<file path="src/rtl/branch_resolve_unit.sv">
// Branch resolution in EX: carries the fetch prediction through ID/EX, checks it
// against the actual outcome, and trains a table of 2-bit direction counters.
module branch_resolve_unit #(
   parameter int BHT_ENTRIES = 64,
   parameter int BHT_IDX_W   = 6,
   parameter int MISS_CNT_W  = 16
) (
   input  logic                  clock,
   input  logic                  reset,
   input  logic                  stall,
   input  logic                  if_flush,
   input  logic                  if_valid,
   input  logic                  if_is_branch,
   input  logic [31:0]           if_pc,
   input  logic [31:0]           if_target,
   input  logic                  if_prediction,
   input  logic [31:0]           ex_rs_data,
   input  logic [31:0]           ex_rt_data,
   input  logic                  ex_branch_type,
   input  logic [31:0]           lookup_pc,
   output logic                  lookup_taken,
   output logic                  branch_sig,
   output logic                  hit,
   output logic [31:0]           miss_address,
   output logic [MISS_CNT_W-1:0] miss_count
);

   typedef struct packed {
      logic        valid;
      logic        is_branch;
      logic [31:0] pc;
      logic [31:0] target;
      logic        prediction;
   } slot_t;

   slot_t                d_slot;
   slot_t                e_slot;
   logic [1:0]           bht [BHT_ENTRIES];
   logic                 eq;
   logic                 actual;
   logic                 mispredict;
   logic [BHT_IDX_W-1:0] upd_idx;
   logic                 unused_lookup_hi;

   assign upd_idx          = e_slot.pc[BHT_IDX_W-1:0];
   assign unused_lookup_hi = ^lookup_pc[31:BHT_IDX_W];

   // Plain read of the registered table: an update this cycle shows up next cycle.
   assign lookup_taken = bht[lookup_pc[BHT_IDX_W-1:0]][1];

   // NOTE: every variable written here gets a default first, so no latch is inferred.
   always_comb begin
      eq           = (ex_rs_data == ex_rt_data);
      actual       = ex_branch_type ? ~eq : eq;
      branch_sig   = e_slot.valid & e_slot.is_branch & ~stall;
      hit          = branch_sig & (actual == e_slot.prediction);
      mispredict   = branch_sig & ~hit;
      miss_address = '0;
      if (branch_sig)
         miss_address = actual ? e_slot.target : e_slot.pc + 32'd1;
   end

   // NOTE: non-blocking assignments throughout so every register samples pre-edge values.
   always_ff @(posedge clock) begin
      if (reset) begin
         d_slot     <= '0;
         e_slot     <= '0;
         miss_count <= '0;
         // NOTE: the table is reset because prediction must start from a known weakly-not-taken state.
         for (int i = 0; i < BHT_ENTRIES; i++)
            bht[i] <= 2'b01;
      end else begin
         if (mispredict) begin
            // Wrong-path work in D and the IF entry on this edge is discarded.
            d_slot <= '0;
            e_slot <= '0;
         end else if (!stall) begin
            e_slot <= d_slot;
            d_slot <= '{valid:      if_valid & ~if_flush,
                        is_branch:  if_is_branch,
                        pc:         if_pc,
                        target:     if_target,
                        prediction: if_prediction};
         end

         if (branch_sig) begin
            if (actual) begin
               if (bht[upd_idx] != 2'b11)
                  bht[upd_idx] <= bht[upd_idx] + 2'd1;
            end else if (bht[upd_idx] != 2'b00) begin
               bht[upd_idx] <= bht[upd_idx] - 2'd1;
            end
         end

         if (mispredict && (miss_count != {MISS_CNT_W{1'b1}}))
            miss_count <= miss_count + 1'b1;
      end
   end

endmodule

</file>
<file path="config.mk">
export PLATFORM = sky130hd
export DESIGN_NAME = branch_resolve_unit
export DESIGN_NICKNAME = d
export VERILOG_FILES = /design/src/rtl/branch_resolve_unit.sv
export SDC_FILE = /design/constraint.sdc
export NUM_CORES = 1
export LEC_CHECK = 0
export ABC_AREA = 1
export BUFFER_PORTS_ARGS = -buffer_cell sky130_fd_sc_hd__buf_4
export CAP_MARGIN = 5
export CELL_PAD_IN_SITES_DETAIL_PLACEMENT = 1
export CELL_PAD_IN_SITES_GLOBAL_PLACEMENT = 1
export CORE_ASPECT_RATIO = 1.1
export CORE_MARGIN = 2
export CORE_UTILIZATION = 38
export DETAILED_ROUTE_END_ITERATION = 8
export MAX_ROUTING_LAYER = met4
export PLACE_DENSITY = 0.87
export SKIP_CTS_REPAIR_TIMING = 1
export SLEW_MARGIN = 30
export SYNTH_ARGS = -nofsm -noshare
export SYNTH_HDL_FRONTEND = slang
export SYNTH_SLANG_ARGS = --single-unit
</file>
<file path="constraint.sdc">
create_clock -name clock -period 2.4 [get_ports clock]
set_input_delay 0.48 -clock clock [delete_from_list [all_inputs] [get_ports clock]]
set_output_delay 0.48 -clock clock [all_outputs]
set_load 0.02 [all_outputs]
</file>
==> results.cfg <==
[place]
io_buffers = 192
place_congestion = 0.959
hpwl_mm = 37.4

[floorplan]
std_cell_rows = 75
die_w_microns = 191
die_h_microns = 209
io_pins = 219
dieArea_sq_um = 39900
coreArea_sq_um = 38000
start_util = 0.384

[clock_network]
cts_sinks = 284
htreeDepth = 1
cts_made_buffers = 29
clk_path_buf_depth = 3
clkTransAtPathRegs_ns = 0.07
cts_tree = yes
root_buffer = clkbuf_16
clkLatencyLatePin_ns = 0.61

[sta]
finalHoldViolCount = 0
period_share = 1.42
fin_worst_skew_ns = 0.0282
final_max_slew_viol_count = 0
post-route-min-period_ns = 3.41
final-setup-viol-count = 304
rsz0062_at_grt = true
tightest_slew_ns = 1.03
max_slew_margin = 0.311
setup_ws_ns = -1.01
fmax_ghz = 0.293

[setup_path]
crit_arrival_ns = 2.93
crit_path_end_kind = primary output
cp.required_ns = 1.92
worstSetupPathType = reg2out
cp-start-kind = register
path_max_fanout = 4

[synthesis]
synth.most_common_cell = nand2_1
synth_top_area_cell = edfxtp_1
avgSynthCellArea_sq_um = 7.60
synth_commonest_cells = nand2_1, nor2_1, nand3_1, dfxtp_1, edfxtp_1
ys_types = 32
synth_area_sq_um = 14600
ys_async_sr_fraction = 0
ys_ff_latch = 284
synth_warnings = 0
yosys_most_used_dff = dfxtp_1
synth_edf_count = 128
synth-seq-area-share = 0.478
syn-num-nets = 2089
synth_cells = 1919
synth_top_area_share = 0.264
synth.area.top_cells = edfxtp_1, dfxtp_1, nand2_1

[drt]
drc = 0
wire_per_inst_microns = 28.3
ant_nets = 0
dr.pass1.iters = 5
vias = 17000
totalWireLength_mm = 77.1
initialDrtViolationCount = 1934
vias_per_cell = 6.25

[final_layout]
syn2layout_area_growth_pct = 48.8
postLayoutCoreUtil = 0.571
nNetsFinal = 2368
drive_gt1_frac = 0.340
antenna_cells = 0

[hold_path]
hold_path_class = in2reg

[run]
maxCapViolCount = 0

[pwr]
p_total_mw = 13.1
vdd_drop_max_mv = 0.573
p_leak_nw = 8.17
p_per_area_nw_per_um2 = 603

[run_status]
violations = negative setup slack
status = complete, but fails checks

[grt]
grt_max_degree = 183
grt_pass1_wl_mm = 82.2
grt_usage = 0.268
grt_antenna_before_repair = 0
grt_overflow = 0
grt_pass1_vias = 15700
-- path summary, 6_finish.rpt --
check	start	end	slack, ns	cells past startpoint
max	e_slot[34]$_SDFFE_PP0N_	miss_address[30]	-1.01	14
min	if_target[24]	d_slot[25]$_SDFFE_PP0N_	0.13	3
max reg2reg	register	bht[59][0]$_SDFFCE_PN1P_	-0.75	16
min reg2reg	d_slot[18]$_SDFFE_PP0N_	e_slot[18]$_SDFFE_PP0N_	0.45	2
-- layout make-up --
class | instances | area (sq um)
fillers | 4296 | 16300
repair buffers | 391 | 3870
multi-input cells | 1404 | 8830
well taps | 500 | 626
inverters | 87 | 343
clock inverters | 17 | 241
clock buffers | 36 | 792
repair inverters | 1 | 8.76
flip-flops and latches | 284 | 6990
-- registers in the layout (all words and copies together) (netlist names), named ones only --
register,cells
bht,128
e_slot,67
miss_count,16
d_slot,67
-- critical path: stages, from the launching register on --
cell,delay (ns)
dfxtp_4,0.38
ha_4,0.16
nand2_4,0.07
nor2_4,0.13
nand2_2,0.11
nor2_4,0.12
nand2_2,0.08
inv_2,0.09
buf_4,0.12
nand3_4,0.11
nor3_2,0.24
xor2_1,0.23
nor2_1,0.08
a211oi_2,0.22
buf_4,0.19
-- per-layer routing --
| layer | vias up | GRT usage | wire length, microns |
|---|---|---|---|
| li1 | 6984 | - | - |
| met1 | 8250 | 0.280 | 25600 |
| met2 | 1227 | 0.482 | 37600 |
| met3 | 538 | 0.0446 | 6210 |
| met4 | 0 | 0.138 | 7730 |
| met5 | - | - | 0 |
-- logic make-up after synthesis --
kind of cell,Yosys count,share of synthesized area
simple gates,1060,0.309
flops,284,0.478
compound gates,270,0.0969
buf+inv,233,0.0727
xor+xnor,70,0.0421
fa+ha+maj,2,0.00172
-- layout by cell type, fill, tap and decap left out, drive strengths merged, types with 17 or more instances in the layout --
cell type / synthesis / final
nor3: 25 / 25
inv: 86 / 88
xnor2: 35 / 35
o22ai: 17 / 17
nor2: 221 / 221
buf: 71 / 371
xor2: 35 / 35
dfxtp: 156 / 156
nand3: 189 / 189
nand2: 533 / 535
a21oi: 112 / 112
edfxtp: 128 / 128
nand4: 87 / 87
o21ai: 125 / 125
clkbuf: 75 / 56
-- per-stage QoR --
step | setup TNS, ns | hold slack, ns | setup slack (ns) | cells | instance area [sq um]
detailed placement | -171.84 | 0.454 | -0.703 | 2600 | 17300
floorplan | -0.153 | 0.433 | -0.142 | 1919 | 14700
finish | -193.65 | 0.132 | -1.01 | 2720 | 21700
CTS | -65.34 | 0.141 | -0.865 | 2653 | 18400
global placement | -90.59 | 0.442 | -0.569 | 2600 | 17300
global route | -201.74 | 0.127 | -1.10 | 2720 | 21700
-- power breakdown --
part | total [mW] | internal [mW] | leakage, nW | switching, mW
Combinational | 2.52 | 0.923 | 5.27 | 1.60
Clock | 5.20 | 2.98 | 0.506 | 2.22
Sequential | 5.36 | 5.21 | 2.39 | 0.148
Total | 13.1 | 9.11 | 8.17 | 3.97
Note: power is estimated with default switching activity, not from simulation.
